File: config.mk
export PLATFORM = sky130hd
export DESIGN_NAME = serial_adder_ctrl_flat
export DESIGN_NICKNAME = d
export VERILOG_FILES = /design/src/rtl/serial_adder_ctrl_pkg.sv /design/src/rtl/serial_adder_ctrl_if.sv /design/src/rtl/serial_adder_ctrl_adder.sv /design/src/rtl/serial_adder_ctrl.sv /design/src/flat_wrapper.sv
export SDC_FILE = /design/constraint.sdc
export NUM_CORES = 1
export LEC_CHECK = 0
export ABC_AREA = 1
export CAP_MARGIN = 10
export CORE_ASPECT_RATIO = 0.6
export CORE_MARGIN = 4
export CORE_UTILIZATION = 55
export DETAILED_ROUTE_END_ITERATION = 8
export GPL_TIMING_DRIVEN = 0
export PLACE_DENSITY = 0.91
export SYNTH_ARGS = -nofsm -noshare
export SYNTH_HDL_FRONTEND = slang
export SYNTH_SLANG_ARGS = --single-unit
File: constraint.sdc
create_clock -name clk -period 4.2 [get_ports clk]
set_input_delay 0.84 -clock clk [delete_from_list [all_inputs] [get_ports clk]]
set_output_delay 0.84 -clock clk [all_outputs]
set_load 0.02 [all_outputs]
File: src/rtl/serial_adder_ctrl_pkg.sv
// Shared types and constants for the serial adder controller.
// Optional subtract support is selected with the SERIAL_ADDER_SUB_EN macro.
package serial_adder_ctrl_pkg;

    typedef enum logic [1:0] {
        IDLE = 2'd0,
        BUSY = 2'd1,
        DONE = 2'd2
    } state_t;

    localparam int WORD_DEF  = 2;
    localparam int WORDS_DEF = 4;

    // Slice index width; a single-slice build still needs a 1-bit index.
    function automatic int idx_width(input int n);
        return (n > 1) ? $clog2(n) : 1;
    endfunction

    localparam int IDX_W_DEF = idx_width(WORDS_DEF);

endpackage

File: src/rtl/serial_adder_ctrl_if.sv
// Operand/result handshake bundle for serial_adder_ctrl.
// io_in_sub only exists when SERIAL_ADDER_SUB_EN is defined.
interface serial_adder_ctrl_if
    import serial_adder_ctrl_pkg::*;
#(
    parameter int WORD  = WORD_DEF,
    parameter int WORDS = WORDS_DEF
);
    localparam int W = WORD * WORDS;

    logic         io_in_valid;
    logic         io_in_ready;
    logic [W-1:0] io_in_lhs;
    logic [W-1:0] io_in_rhs;
    logic         io_in_cin;
`ifdef SERIAL_ADDER_SUB_EN
    logic         io_in_sub;
`endif
    logic         io_out_valid;
    logic         io_out_ready;
    logic [W-1:0] io_out_sum;
    logic         io_out_cout;
    logic         io_busy;

    // Producer/consumer side
    modport master (
        output io_in_valid, io_in_lhs, io_in_rhs, io_in_cin,
`ifdef SERIAL_ADDER_SUB_EN
        output io_in_sub,
`endif
        output io_out_ready,
        input  io_in_ready, io_out_valid, io_out_sum, io_out_cout, io_busy
    );

    // Controller side
    modport slave (
        input  io_in_valid, io_in_lhs, io_in_rhs, io_in_cin,
`ifdef SERIAL_ADDER_SUB_EN
        input  io_in_sub,
`endif
        input  io_out_ready,
        output io_in_ready, io_out_valid, io_out_sum, io_out_cout, io_busy
    );

endinterface

File: src/rtl/serial_adder_ctrl_adder.sv
// Narrow WORD-bit adder slice with carry in/out; purely combinational.
module Adder #(
    parameter int WORD = 2
) (
    input  logic            io_cin,
    input  logic [WORD-1:0] io_lhs,
    input  logic [WORD-1:0] io_rhs,
    output logic [WORD-1:0] io_out,
    output logic            io_cout
);

    assign {io_cout, io_out} = {1'b0, io_lhs} + {1'b0, io_rhs} + {{WORD{1'b0}}, io_cin};

endmodule

File: src/rtl/serial_adder_ctrl.sv
// Serial wide adder: one WORD-bit slice per cycle, carry rippling across cycles.
// SERIAL_ADDER_SUB_EN adds a subtract mode (rhs inverted, carry-in forced to 1).
//
// state | meaning
// IDLE  | waiting for operands, io_in_ready high
// BUSY  | slice idx being added this cycle
// DONE  | result presented until the consumer takes it
module serial_adder_ctrl
    import serial_adder_ctrl_pkg::*;
#(
    parameter int WORD  = WORD_DEF,
    parameter int WORDS = WORDS_DEF
) (
    input logic               clk,
    input logic               reset,
    serial_adder_ctrl_if.slave bus
);

    localparam int IDXW = idx_width(WORDS);
    localparam logic [IDXW-1:0] LAST = IDXW'(WORDS - 1);

    state_t                     state;
    logic [IDXW-1:0]            idx;
    logic [WORDS-1:0][WORD-1:0] lhs_q;
    logic [WORDS-1:0][WORD-1:0] rhs_q;
    logic [WORDS-1:0][WORD-1:0] sum_q;
    logic                       carry;
    logic                       cout_q;
    logic                       valid_q;
    logic                       busy_q;
`ifdef SERIAL_ADDER_SUB_EN
    logic                       sub_q;
`endif

    logic            in_ready;
    logic            accept;
    logic            cin_init;
    logic [WORD-1:0] slice_rhs;
    logic [WORD-1:0] slice_out;
    logic            slice_cout;

    // Ready depends only on state and consumer ready, never on io_in_valid.
    assign in_ready = (state == IDLE) || ((state == DONE) && bus.io_out_ready);
    assign accept   = bus.io_in_valid && in_ready;

    assign bus.io_in_ready  = in_ready;
    assign bus.io_out_valid = valid_q;
    assign bus.io_out_sum   = sum_q;
    assign bus.io_out_cout  = cout_q;
    assign bus.io_busy      = busy_q;

    // Select the current rhs slice and the carry seeded on accept.
    always_comb begin
`ifdef SERIAL_ADDER_SUB_EN
        slice_rhs = sub_q ? ~rhs_q[idx] : rhs_q[idx];
        cin_init  = bus.io_in_sub | bus.io_in_cin;
`else
        slice_rhs = rhs_q[idx];
        cin_init  = bus.io_in_cin;
`endif
    end

    Adder #(.WORD(WORD)) u_slice (
        .io_cin (carry),
        .io_lhs (lhs_q[idx]),
        .io_rhs (slice_rhs),
        .io_out (slice_out),
        .io_cout(slice_cout)
    );

    // Sequencer: capture on accept, one slice per BUSY cycle, hold in DONE.
    always_ff @(posedge clk) begin
        if (reset) begin
            state   <= IDLE;
            idx     <= '0;
            lhs_q   <= '0;
            rhs_q   <= '0;
            sum_q   <= '0;
            carry   <= 1'b0;
            cout_q  <= 1'b0;
            valid_q <= 1'b0;
            busy_q  <= 1'b0;
`ifdef SERIAL_ADDER_SUB_EN
            sub_q   <= 1'b0;
`endif
        end else if (accept) begin
            state   <= BUSY;
            idx     <= '0;
            lhs_q   <= bus.io_in_lhs;
            rhs_q   <= bus.io_in_rhs;
            sum_q   <= '0;
            carry   <= cin_init;
            cout_q  <= 1'b0;
            valid_q <= 1'b0;
            busy_q  <= 1'b1;
`ifdef SERIAL_ADDER_SUB_EN
            sub_q   <= bus.io_in_sub;
`endif
        end else begin
            case (state)
                IDLE: ;
                BUSY: begin
                    sum_q[idx] <= slice_out;
                    carry      <= slice_cout;
                    if (idx == LAST) begin
                        state   <= DONE;
                        idx     <= '0;
                        cout_q  <= slice_cout;
                        valid_q <= 1'b1;
                        busy_q  <= 1'b0;
                    end else begin
                        idx <= idx + 1'b1;
                    end
                end
                DONE: begin
                    if (bus.io_out_ready) begin
                        state   <= IDLE;
                        valid_q <= 1'b0;
                    end
                end
                default: begin
                    state   <= IDLE;
                    valid_q <= 1'b0;
                    busy_q  <= 1'b0;
                end
            endcase
        end
    end

endmodule

File: src/flat_wrapper.sv
// flat-port wrapper written by rule: the top's interface ports become plain ports
module serial_adder_ctrl_flat import serial_adder_ctrl_pkg::*;
#(
    parameter int WORD  = WORD_DEF,
    parameter int WORDS = WORDS_DEF
)
  (clk, reset, bus_io_in_valid, bus_io_in_lhs, bus_io_in_rhs, bus_io_in_cin, bus_io_out_ready, bus_io_in_ready, bus_io_out_valid, bus_io_out_sum, bus_io_out_cout, bus_io_busy);
  serial_adder_ctrl_if #(.WORD(WORD), .WORDS(WORDS)) bus_i ();
  input logic clk;
  input logic reset;
  input wire logic [$bits(bus_i.io_in_valid)-1:0] bus_io_in_valid;
  input wire logic [$bits(bus_i.io_in_lhs)-1:0] bus_io_in_lhs;
  input wire logic [$bits(bus_i.io_in_rhs)-1:0] bus_io_in_rhs;
  input wire logic [$bits(bus_i.io_in_cin)-1:0] bus_io_in_cin;
  input wire logic [$bits(bus_i.io_out_ready)-1:0] bus_io_out_ready;
  output wire logic [$bits(bus_i.io_in_ready)-1:0] bus_io_in_ready;
  output wire logic [$bits(bus_i.io_out_valid)-1:0] bus_io_out_valid;
  output wire logic [$bits(bus_i.io_out_sum)-1:0] bus_io_out_sum;
  output wire logic [$bits(bus_i.io_out_cout)-1:0] bus_io_out_cout;
  output wire logic [$bits(bus_i.io_busy)-1:0] bus_io_busy;
  assign bus_i.io_in_valid = bus_io_in_valid;
  assign bus_i.io_in_lhs = bus_io_in_lhs;
  assign bus_i.io_in_rhs = bus_io_in_rhs;
  assign bus_i.io_in_cin = bus_io_in_cin;
  assign bus_i.io_out_ready = bus_io_out_ready;
  assign bus_io_in_ready = bus_i.io_in_ready;
  assign bus_io_out_valid = bus_i.io_out_valid;
  assign bus_io_out_sum = bus_i.io_out_sum;
  assign bus_io_out_cout = bus_i.io_out_cout;
  assign bus_io_busy = bus_i.io_busy;
  serial_adder_ctrl #(.WORD(WORD), .WORDS(WORDS)) u_core (.clk(clk), .reset(reset), .bus(bus_i));
endmodule
# Word-level counts from Yosys, hierarchy flattened
# Index checks and enable logic that the tools add are counted.
# classes
n_mux	20
n_bitwise	1
magnitude_cmp	2
n_addsub	3
eq_ne	9
reduce_logical	12
# ops
op	count
$mux 2	6
$bmux 2 s2	2
$bwmux 8	1
$mux 1	7
$ne 2x1->1 const B	3
$pmux 2 s3	1
$reduce_and 3->1	2
$demux 2 s2	1
$eq 2x2->1 const B	2
$reduce_and 2->1	2
$reduce_or 2->1	2
$add 2x2->3	1
$add 3x1->3	1
$logic_and 1x1->1	3
$lt 2x3->1 const B	1
$ne 3x1->1 const B	1
$ne 3x2->1 const B	1
$pmux 1 s3	1
$add 2x1->2 const B	1
$eq 2x1->1 const B	1
$ge 2x1->1 const B	1
$logic_not 2->1	1
$ne 2x2->1 const B	1
$pmux 1 s2	1
3 further kinds	3
# word_totals
output_inout_bits	12
reg_bits	32
elab_cells	66

# Longest topological paths before layout
# logic_depth
ltp_word	6
ltp_mapped	12
depth_no_buf	11

# Cells and area by module
# A second synthesis with hierarchy kept.
# hier_totals
hier_cells	255
hier_area_um2	1687.9
# by_module_without_submodules
mod	n_inst	area_each_um2	cells_each	seq_area_each_um2
serial_adder_ctrl	1	1617.8	245	620.6
Adder	1	70.1	10	0.0

# Worst setup path after synthesis
# OpenSTA, ideal clock, no wires.
# synth_timing
path_kind	input -> output
from	in bus_io_out_ready
to	out bus_io_in_ready
slack_ns	1.990
arrival_time_ns	1.370
path_stages	5
cell_sequence	inv_1 > nand2_4 > buf_2 > nand2_1 > inv_1
# synth_via
elab_chain_cells	2
# synth_rtl
element	line	source
start, declared	flat_wrapper.sv:15	input wire logic [$bits(bus_i.io_out_ready)-1:0] bus_io_out_ready;
$logic_and 1x1->1	serial_adder_ctrl.sv:43	assign in_ready = (state == IDLE) || ((state == DONE) && bus.io_out_ready);
$logic_or 1x1->1	serial_adder_ctrl.sv:43	
end, declared	flat_wrapper.sv:16	output wire logic [$bits(bus_i.io_in_ready)-1:0] bus_io_in_ready;
# No other way between the ends.

# Worst setup path after layout
# Ends and elaborated chain as after synthesis.

==> flow_metrics.env <==
export IMPL_finalWorstSetupSlack_ps=907
export IMPL_drv_cap=0
export IMPL_place_gp_congestion=0.845
export IMPL_syn_area_um2=1670
export IMPL_finClkSkew_ps=6.82
export IMPL_cts_resized_gates=0
export IMPL_regArea_um2=621
export IMPL_antennaDiodeCount=0
export IMPL_postSynthAreaPerCell_um2=6.64
export IMPL_synth_cell_types=22
export IMPL_die_w_um=79.2
export IMPL_portBuffers=31
export IMPL_yosys_warnings=0
export IMPL_grt_pass1_wl_um=6780
export IMPL_clk_latency_ps=290
export IMPL_cp_cell_sequence="clkdlybuf4s50_1 > inv_1 > nand2_4 > buf_2 > nand2_1 > inv_1 > clkdlybuf4s50_1"
export IMPL_synth_top_cell_by_area="dfxtp_1"
export IMPL_routed_wl_um=3950
export IMPL_syn_to_final_growth_pct=28.7
export IMPL_clock_sinks=31
export IMPL_cp_slowest_cell="clkdlybuf4s50_1"
export IMPL_fin_nets=317
export IMPL_cp_top_family="buffers and inverters"
export IMPL_seqPwrFrac_pct=41.7
export IMPL_utilization_pct=74.5
export IMPL_final_hold_viol_count=0
export IMPL_die_area_um2=4020
export IMPL_postCtsHoldBufs=0
export IMPL_critical_path_arrival_ps=2450
export IMPL_rsz0062_at_grt="no"
export IMPL_yosysSeqAreaShare_pct=37.1
export IMPL_leakage_nw=1.06
export IMPL_switching_share_pct=26.6
export IMPL_min_period_over_period_pct=78.4
export IMPL_cts_htree_levels=2
export IMPL_path_clk_slew_ps=60
export IMPL_period_needed_ps=3290
export IMPL_grt_ovfl_total=0
export IMPL_postCtsSetupBuffers=0
export IMPL_cts_tree="done"
export IMPL_antenna_found_initial=0
export IMPL_drc=0
export IMPL_syn_nets=279
export IMPL_final_max_slew_violation_count=0
export IMPL_cts_made_buffers=5
export IMPL_vias_per_cell=4.93
export IMPL_p_switching_mw=0.205
export IMPL_rows=15
export IMPL_finalSetupViolations=0
export IMPL_fmax_ghz=0.304
export IMPL_cp_buffers_inverters=5
export IMPL_final_cell_mix="60 x inv_1, 60 x nand2_1, 31 x clkdlybuf4s50_1, 31 x dfxtp_1, 22 x a21oi_1"
export IMPL_grt_pass1_vias=1488
export IMPL_multi_input_area_um2=739
export IMPL_crit_type="in -> out"
export IMPL_powerDensity_nw_per_um2=356
export IMPL_internal_power_mw=0.563
export IMPL_slowest_delay_ps=600
export IMPL_num_fill_cells=237
export IMPL_dpl_hpwl_um=2800
export IMPL_die_h_um=50.7
export IMPL_clockBufferDepth=2
export IMPL_status="finished clean"
export IMPL_peakVddDrop_uv=220
export IMPL_ioPinCount=33
export IMPL_netlist_instances=252
export IMPL_required_ps=3360
export IMPL_clockRootBuffer="clkbuf_8"
export IMPL_route_vias_total=1643
export IMPL_start_util_pct=57.9
export IMPL_relSlewSlack_pct=69.6
export IMPL_ant_nets=0
export IMPL_cp_start_kind="input port"
export IMPL_grt_max_degree=11
export IMPL_comb_power_share_pct=18.5
export IMPL_synth_area_leaders="dfxtp_1 37%, inv_1 13%, nand2_1 13%"
export IMPL_path_max_fanout=10
export IMPL_max_slew_worst_pin_slew_ps=457
export IMPL_clkPwrFrac_pct=39.7
export IMPL_dr_first_iter_drc_count=88
export IMPL_post_place_ws_ps=916
export IMPL_grt_total_usage_pct=22.1
export IMPL_drive_gt1_share_pct=7.56
export IMPL_dr_pass1_iters=4
export IMPL_wire_per_inst_um=11.8
export IMPL_holdCritPathClass="reg -> reg"
export IMPL_endpoint_kind="primary output"
export IMPL_core_um2=2890
export IMPL_synth_seq_cells=31
export IMPL_setup_tns_final_ps=0
export IMPL_post_synth_top_area_fraction_pct=37.1
[worst reg2reg max path, stage by stage (launching register included)]
cell,delay (ps)
dfxtp_1,370
buf_2,220
clkbuf_1,330
a21oi_1,120
o21ai_0,90
nand2_1,120
fa_1,430
fa_1,440
inv_1,150
nand3_1,110
a21oi_1,150
[synthesized netlist by cell type, drive strengths merged]
cell / instances
inv: 61
clkinv: 1
nand2: 61
dfxtp: 31
a21oi: 22
fa: 2
nand3: 13
o21ai: 9
ha: 4
clkbuf: 2
nor2: 19
nand4: 17
buf: 10
[stage by stage]
| step | hold WS (ps) | area, µm² | power, mW | cells |
|---|---|---|---|---|
| 2_1_floorplan | 486 | 1670 | 0.419 | 252 |
| 3_3_place_gp | 449 | 2040 | 0.462 | 325 |
| 3_5_place_dp | 451 | 2040 | 0.466 | 325 |
| 4_1_cts | 464 | 2150 | 0.768 | 333 |
| 5_1_grt | 490 | 2150 | 0.805 | 333 |
| 6_report | 463 | 2150 | 0.768 | 333 |
[cell type report]
type,count,area share (%)
buffer,12,3.77
clock buffer,6,3.83
clock inverter,2,1.63
inverter,62,10.8
multi-input combinational,147,34.3
sequential,31,28.8
tap,42,2.44
timing repair buffer,31,14.4
[registers in the layout, summed over array words and instances, names as in the netlist]
register                cells
u_core.carry                1
u_core.state                2
u_core.bus.io_out_cout      1
u_core.bus.io_out_sum       8
u_core.bus.io_busy          1
u_core.lhs_q                8
u_core.rhs_q                8
u_core.idx                  2
[layer usage]
metal	track usage [%]	share of wire [%]
met5	0	0
met4	8.86	1.7
met1	30.3	48
met2	33.2	43
met3	5.73	6.8
[cells by family (layout without fill, tap and decap cells)]
group / after synthesis / count (layout) / synth area share [%]
AND/OR/NAND/NOR: 110 / 110 / 29.5
buffers and inverters: 74 / 113 / 18.8
AO/OA/AOI/OAI: 31 / 31 / 9.27
flip-flops: 31 / 31 / 37.1
adder cells (fa/ha/maj): 6 / 6 / 5.38
[path summary, 6_finish.rpt]
check,slack [ps],start,cells past startpoint,endpoint
max,910,bus_io_out_ready,7,bus_io_in_ready
max reg2reg,1610,u_core.idx[0]$_SDFFE_PP0P_,10,u_core.bus.io_out_sum[7]$_SDFFE_PP0P_
min reg2reg,460,u_core.bus.io_out_sum[3]$_SDFFE_PP0P_,2,u_core.bus.io_out_sum[3]$_SDFFE_PP0P_
min,460,u_core.bus.io_out_sum[3]$_SDFFE_PP0P_,2,u_core.bus.io_out_sum[3]$_SDFFE_PP0P_
[power groups by stage]
stage | combinational (mW) | clock (mW) | sequential, mW
2_1_floorplan | 0.0914 | 0 | 0.327
3_3_place_gp | 0.136 | 0 | 0.326
3_5_place_dp | 0.140 | 0 | 0.327
4_1_cts | 0.141 | 0.307 | 0.320
5_1_grt | 0.162 | 0.321 | 0.322
6_report | 0.142 | 0.305 | 0.320
Note: power is estimated with default switching activity, not from simulation.
